`src/rtl/nn_pkg.sv`:
```
// Shared types and constants for the NN layer sequencer and its watchdog.
package nn_pkg;

    localparam int NN_ADDR_W   = 8;
    localparam int DESC_FIELDS = 4;

    // Descriptor word slots, each one ADDR_W bits wide, lowest slot first.
    localparam int FLD_NK     = 0;
    localparam int FLD_WBASE  = 1;
    localparam int FLD_RBASE  = 2;
    localparam int FLD_WRBASE = 3;

    typedef enum logic [2:0] {
        S_IDLE,
        S_FETCH,
        S_LOAD,
        S_ARM,
        S_RUN,
        S_NEXT,
        S_DONE,
        S_ERR
    } seq_state_t;

endpackage

```
`src/rtl/seq_watchdog.sv`:
```
// Per-layer cycle counter: cleared on RUN entry, counts while enabled,
// flags expiry in the cycle that completes `limit` enabled cycles.
module seq_watchdog #(
    parameter int CNT_W = 11
) (
    input  logic             clk,
    input  logic             reset,
    input  logic             clear,
    input  logic             enable,
    input  logic [CNT_W-1:0] limit,
    output logic             expired
);

    logic [CNT_W-1:0] r_cnt;

    always_ff @(posedge clk) begin
        if (reset) begin
            r_cnt <= '0;
        end else if (clear) begin
            r_cnt <= '0;
        end else if (enable) begin
            r_cnt <= r_cnt + 1'b1;
        end
    end

    assign expired = enable && !clear && (r_cnt == limit - 1'b1);

endmodule

```
`src/rtl/layer_sequencer.sv`:
```
// Walks a descriptor table, configuring and running the AddressGenerator once per layer.
// Optional per-layer watchdog compiled in with LAYER_SEQ_WATCHDOG_EN.
module layer_sequencer
    import nn_pkg::*;
#(
    parameter int ADDR_W         = NN_ADDR_W,
    parameter int TIMEOUT_CYCLES = 1024
) (
    input  logic                          clk,
    input  logic                          reset,
    input  logic                          start,
    input  logic                          abort,
    input  logic [ADDR_W-1:0]             num_layers,
    input  logic [ADDR_W-1:0]             desc_base,
    output logic [ADDR_W-1:0]             desc_addr,
    input  logic [DESC_FIELDS*ADDR_W-1:0] desc_data,
    output logic                          ag_reset,
    output logic                          ag_run,
    output logic [ADDR_W-1:0]             ag_Nk,
    output logic [ADDR_W-1:0]             ag_read_weight_base_addr,
    output logic [ADDR_W-1:0]             ag_read_neuro_base_addr,
    output logic [ADDR_W-1:0]             ag_write_neuro_base_addr,
    input  logic                          ag_finished,
    output logic                          busy,
    output logic                          done,
    output logic                          error,
    output logic [ADDR_W-1:0]             layer_idx
);

    seq_state_t        r_state, w_next;
    logic [ADDR_W-1:0] r_num_layers, r_layer_idx, r_desc_addr;
    logic [ADDR_W-1:0] r_nk, r_wbase, r_rbase, r_wrbase;
    logic [ADDR_W-1:0] w_idx_inc;
    logic              r_busy, r_done, r_ag_run, r_ag_reset;
    logic              w_launch, w_last, w_expired;

    assign w_idx_inc = r_layer_idx + 1'b1;
    assign w_last    = (w_idx_inc == r_num_layers);
    assign w_launch  = ((r_state == S_IDLE) || (r_state == S_ERR)) && start && !abort;

    always_comb begin
        w_next = r_state;
        case (r_state)
            S_IDLE:  if (start) w_next = (num_layers == '0) ? S_DONE : S_FETCH;
            S_FETCH: w_next = S_LOAD;
            S_LOAD:  w_next = S_ARM;
            S_ARM:   w_next = S_RUN;
            S_RUN: begin
                if (ag_finished)    w_next = S_NEXT;
                else if (w_expired) w_next = S_ERR;
            end
            S_NEXT:  w_next = w_last ? S_DONE : S_FETCH;
            S_DONE:  w_next = S_IDLE;
            S_ERR:   if (start) w_next = (num_layers == '0) ? S_DONE : S_FETCH;
            default: w_next = S_IDLE;
        endcase
        // ERR is only left through start or reset; everywhere else abort forces IDLE.
        if (abort) w_next = (r_state == S_ERR) ? S_ERR : S_IDLE;
    end

    always_ff @(posedge clk) begin
        if (reset) begin
            r_state      <= S_IDLE;
            r_num_layers <= '0;
            r_layer_idx  <= '0;
            r_desc_addr  <= '0;
            r_nk         <= '0;
            r_wbase      <= '0;
            r_rbase      <= '0;
            r_wrbase     <= '0;
            r_busy       <= 1'b0;
            r_done       <= 1'b0;
            r_ag_run     <= 1'b0;
            r_ag_reset   <= 1'b0;
        end else begin
            r_state    <= w_next;
            r_busy     <= w_next inside {S_FETCH, S_LOAD, S_ARM, S_RUN, S_NEXT};
            r_ag_run   <= (w_next == S_RUN);
            r_ag_reset <= (w_next == S_ARM);
            r_done     <= (r_state == S_DONE) && !abort;
            if (w_launch && (num_layers != '0)) begin
                r_num_layers <= num_layers;
                r_layer_idx  <= '0;
                r_desc_addr  <= desc_base;
            end
            // Memory answered the FETCH address last cycle.
            if ((r_state == S_LOAD) && (w_next == S_ARM)) begin
                r_nk     <= desc_data[FLD_NK*ADDR_W     +: ADDR_W];
                r_wbase  <= desc_data[FLD_WBASE*ADDR_W  +: ADDR_W];
                r_rbase  <= desc_data[FLD_RBASE*ADDR_W  +: ADDR_W];
                r_wrbase <= desc_data[FLD_WRBASE*ADDR_W +: ADDR_W];
            end
            if ((r_state == S_NEXT) && (w_next == S_FETCH)) begin
                r_layer_idx <= w_idx_inc;
                r_desc_addr <= r_desc_addr + 1'b1;
            end
        end
    end

`ifdef LAYER_SEQ_WATCHDOG_EN
    localparam int WD_W = $clog2(TIMEOUT_CYCLES + 1);

    logic r_error;

    seq_watchdog #(.CNT_W(WD_W)) u_wd (
        .clk     (clk),
        .reset   (reset),
        .clear   ((w_next == S_RUN) && (r_state != S_RUN)),
        .enable  (r_state == S_RUN),
        .limit   (WD_W'(TIMEOUT_CYCLES)),
        .expired (w_expired)
    );

    always_ff @(posedge clk) begin
        if (reset) begin
            r_error <= 1'b0;
        end else if (w_launch) begin
            r_error <= 1'b0;
        end else if ((r_state == S_RUN) && (w_next == S_ERR)) begin
            r_error <= 1'b1;
        end
    end

    assign error = r_error;
`else
    logic [31:0] w_unused_timeout;

    assign w_unused_timeout = TIMEOUT_CYCLES;
    assign w_expired        = 1'b0;
    assign error            = 1'b0;
`endif

    assign desc_addr                = r_desc_addr;
    assign layer_idx                = r_layer_idx;
    assign ag_Nk                    = r_nk;
    assign ag_read_weight_base_addr = r_wbase;
    assign ag_read_neuro_base_addr  = r_rbase;
    assign ag_write_neuro_base_addr = r_wrbase;
    assign ag_reset                 = r_ag_reset;
    assign ag_run                   = r_ag_run;
    assign busy                     = r_busy;
    assign done                     = r_done;

endmodule
```
`config.mk`:
```
export PLATFORM = sky130hd
export DESIGN_NAME = layer_sequencer
export DESIGN_NICKNAME = d
export VERILOG_FILES = /design/src/rtl/nn_pkg.sv /design/src/rtl/seq_watchdog.sv /design/src/rtl/layer_sequencer.sv
export SDC_FILE = /design/constraint.sdc
export NUM_CORES = 1
export LEC_CHECK = 0
export ABC_AREA = 1
export BUFFER_PORTS_ARGS = -buffer_cell sky130_fd_sc_hd__buf_2
export CAP_MARGIN = 15
export CORE_MARGIN = 2
export CORE_UTILIZATION = 50
export DETAILED_ROUTE_END_ITERATION = 12
export PLACE_DENSITY = 0.8
export SLEW_MARGIN = 20
export SYNTH_ARGS = -nofsm -noshare
export SYNTH_HDL_FRONTEND = slang
export SYNTH_SLANG_ARGS = --single-unit
```
`constraint.sdc`:
```
create_clock -name clk -period 3.8 [get_ports clk]
set_clock_uncertainty 0.1 [all_clocks]
set_input_delay 1.14 -clock clk [delete_from_list [all_inputs] [get_ports clk]]
set_output_delay 1.14 -clock clk [all_outputs]
set_load 0.01 [all_outputs]
```
==> PnR_summary.wiki <==
{| class="wikitable"
! Metric !! Value
|-
| Max rail drop VDD || around 0.00024 V
|-
| Worst setup margin || a little over 0.8 ns
|-
| Number of input and output port buffers inserted || 104
|-
| Final setup violation count || 0
|-
| Proportion of synthesized chip area in sequential cells || roughly two fifths
|-
| RSZ-0062 raised after global routing || false
|-
| Static Leak || about 1.7 nW
|-
| Routed WL per cell || roughly 12 µm
|-
| Final antenna diode count || 0
|-
| Post-detailed-route DRC marker count || 0
|-
| Synth async-reset ratio || 0%
|-
| Gp weighted congestion || between 0.9 and 1
|-
| Post-synth cell types || 33
|-
| Global-route wire length before repair || ~12 mm
|-
| Aggregate global routing overflow || 0
|-
| Post-detail-place hpwl || roughly 5.4 mm
|-
| Met1 Resource Use GR || between 20 and 30%
|-
| Post-Syn Instances || ~430
|-
| Maximum net fanout on the critical path || 35
|-
| Number of antenna-violating nets in the routed design || 0
|-
| Initial antenna violation count || 0
|-
| Grt met3 use || roughly 4.2%
|-
| Post-synthesis cell type with the largest combined area || sky130_fd_sc_hd__dfxtp_1
|-
| TritonCTS Buffers || 9
|-
| Worst slew margin || 42.30%
|-
| Standard cell area after detailed placement || between 3000 and 4000 µm²
|-
| Power density over cell area || 379.0 nW/µm²
|-
| Gr usage total || approximately 22%
|-
| Leading cell type in the layout, fill and taps excluded || sky130_fd_sc_hd__nand2_1
|-
| Least-Margin Pin Slew || between 0.8 and 0.9 ns
|-
| Netlist area before placement || approximately 3000 µm²
|-
| GR peak layer || met2
|-
| Flop2flop setup slack || between 0.8 and 0.9 ns
|-
| Final core utilization || a little over three fifths
|-
| Clock transition time at the flip-flop clock pins of the worst setup and hold paths || 0.07 ns
|-
| Number of vias after detailed routing || between 3k and 4k
|-
| Area share of the leading cell type in the synthesized netlist || between 40% and 50%
|-
| Pin count of the biggest net entering global routing || 50
|-
| Share of the cycle needed by the critical path after routing || 78.25%
|-
| TritonCTS clock tree || built
|-
| Max-slew violation count || 0
|-
| Syn Nets || roughly 490
|-
| CORE AREA || 5886 µm²
|-
| CTS HTree Levels || 3
|-
| Highest clock rate || roughly 340 MHz
|-
| Kind of start point of the critical path || register
|-
| Endpoint type of the worst setup path || register
|-
| CTS sink cnt || 63
|-
| Count of synthesis-stage warnings from yosys || 0
|-
| Sum of negative setup slack || 0 ns
|-
| Data arrival, critical path || around 3 ns
|-
| Clk Tree Root Cell || sky130_fd_sc_hd__clkbuf_8
|-
| Most used flip-flop cell after synthesis || sky130_fd_sc_hd__dfxtp_1
|-
| Met2 demand-to-capacity share in global routing || between 30 and 40%
|-
| Average cell area after synthesis || 7.002 µm²
|-
| Chip width || ~80 µm
|-
| Pre-Repair DR Iteration Count || 5
|-
| Number of gates resized after CTS || 0
|-
| Via count of the first global-routing pass || between 2k and 3k
|-
| Final Routed Wirelength || 7.522 mm
|-
| Final Net Count || 582
|-
| Starting Density || between 50% and 60%
|-
| Row count || 28
|-
| Worst min path class || reg -> reg
|-
| Final hold violation count || 0
|-
| Die height || 81.69 µm
|-
| Fin area || ~3700 µm²
|-
| Fraction of layout instances using a drive strength above 1 || a little over a quarter
|-
| Number of flops mapped to enable cells by yosys || 0
|-
| Worst slack, placed || 0.4944 ns
|-
| Count of boundary I/O pins || between 100 and 150
|-
| Worst EP required || 3.90 ns
|-
| Relative area change from synthesis to final layout || 23.30%
|-
| Via density per instance || between 5 and 6
|-
| Initial DRC Count || 164
|-
| Startpoint-to-endpoint class of the critical path || reg -> reg
|-
| Number of filler cells placed in the layout || a little under 600
|-
| Register bit count reported by yosys || 63
|-
| Minimum period implied by the final worst setup slack || ~3.0 ns
|-
| Clock insertion delay at the later pin of the skew report || approximately 0.33 ns
|-
| Highest-count cells in the layout ignoring fill and taps || sky130_fd_sc_hd__nand2_1 (113), sky130_fd_sc_hd__buf_2 (104), sky130_fd_sc_hd__nand3_1 (71)
|-
| Main area contributors after synthesis || sky130_fd_sc_hd__dfxtp_1 (42%), sky130_fd_sc_hd__nand2_1 (14%), sky130_fd_sc_hd__nand3_1 (12%)
|-
| Hold Buf Count CTS || 0
|-
| Setup fix buffers added after clock tree synthesis || 0
|-
| Worst-case clock buffer depth || 2
|-
| Status || completed
|-
| Floorplan die area || 6673 µm²
|-
| Reported max-cap violation count || 0
|}
-- metal layers --
metal / vias up / wire length (µm)
met4: 0 / 78
met1: 1400 / 3284
met5: - / 0
met3: 6 / 409
li1: 1600 / -
met2: 94 / 3750
-- synthesized netlist by cell type, drive strengths merged (3+ instances only) --
library cell and n:
nand2 119, nand3 74, dfxtp 63, a21oi 51, inv 34, nor2 30, buf 12, o21ai 11
clkbuf 10, nor3 8, xor2 4, xnor2 3
-- power by group --
group          internal, W  total, W  switching, W
Clock             0.000301  0.000561      0.000260
Combinational    0.0000587  0.000157     0.0000986
Sequential        0.000680  0.000692     0.0000127
-- critical path: stages, from the launching register on --
cell and delay [ns]:
sky130_fd_sc_hd__dfxtp_1 0.47, sky130_fd_sc_hd__ha_1 0.28, sky130_fd_sc_hd__nand3_1 0.14, sky130_fd_sc_hd__nor2_1 0.13, sky130_fd_sc_hd__nand2_1 0.07, sky130_fd_sc_hd__nand3_1 0.09, sky130_fd_sc_hd__nand3_1 0.10, sky130_fd_sc_hd__nor2_2 0.18
sky130_fd_sc_hd__nand3_2 0.11, sky130_fd_sc_hd__nand3_2 0.12, sky130_fd_sc_hd__nand2_4 0.08, sky130_fd_sc_hd__inv_4 0.27, sky130_fd_sc_hd__nand2_2 0.43, sky130_fd_sc_hd__nand2_1 0.19, sky130_fd_sc_hd__a21oi_1 0.07
-- kinds of logic after synthesis --
logic type	synth area share, %
other cells	0.1243
xor+xnor	2.032
buf+inv	8.582
simple gates	35.95
flops	41.79
fa+ha+maj	0.8291
compound gates	10.70
-- metrics by stage --
stage	hold WS (ns)	instances	total power, W
floorplan	0.3441	431	0.0008089
global placement	0.3452	591	0.0008612
detailed placement	0.3492	591	0.0008643
CTS	0.3596	607	0.001418
global route	0.3769	607	0.001471
finish	0.3592	607	0.001410
-- registers in the layout, summed over array words and instances, names as in the netlist --
name	cells
ag_write_neuro_base_addr	8
desc_addr	8
ag_run	1
ag_read_weight_base_addr	8
ag_reset	1
busy	1
layer_idx	8
r_num_layers	8
done	1
ag_read_neuro_base_addr	8
ag_Nk	8
r_state	3
-- worst paths after layout --
path,cells past startpoint,from,to
min,2,ag_read_weight_base_addr[5],ag_read_weight_base_addr[5]
min reg2reg,2,ag_read_weight_base_addr[5],ag_read_weight_base_addr[5]
max reg2reg,14,layer_idx[0],ag_read_neuro_base_addr[3]
max,14,layer_idx[0],ag_read_neuro_base_addr[3]
-- area by class of cell --
class | instances | area, µm² | share of cell area, %
Tap cell | 75 | 93.84 | 2.522
Clock buffer | 10 | 127.6 | 3.430
Sequential cell | 63 | 1261 | 33.89
Inverter | 35 | 133.9 | 3.598
Timing Repair Buffer | 107 | 543.0 | 14.59
Clock inverter | 6 | 61.31 | 1.648
Multi-Input combinational cell | 311 | 1500 | 40.32
Note: power is estimated with default switching activity, not from simulation.
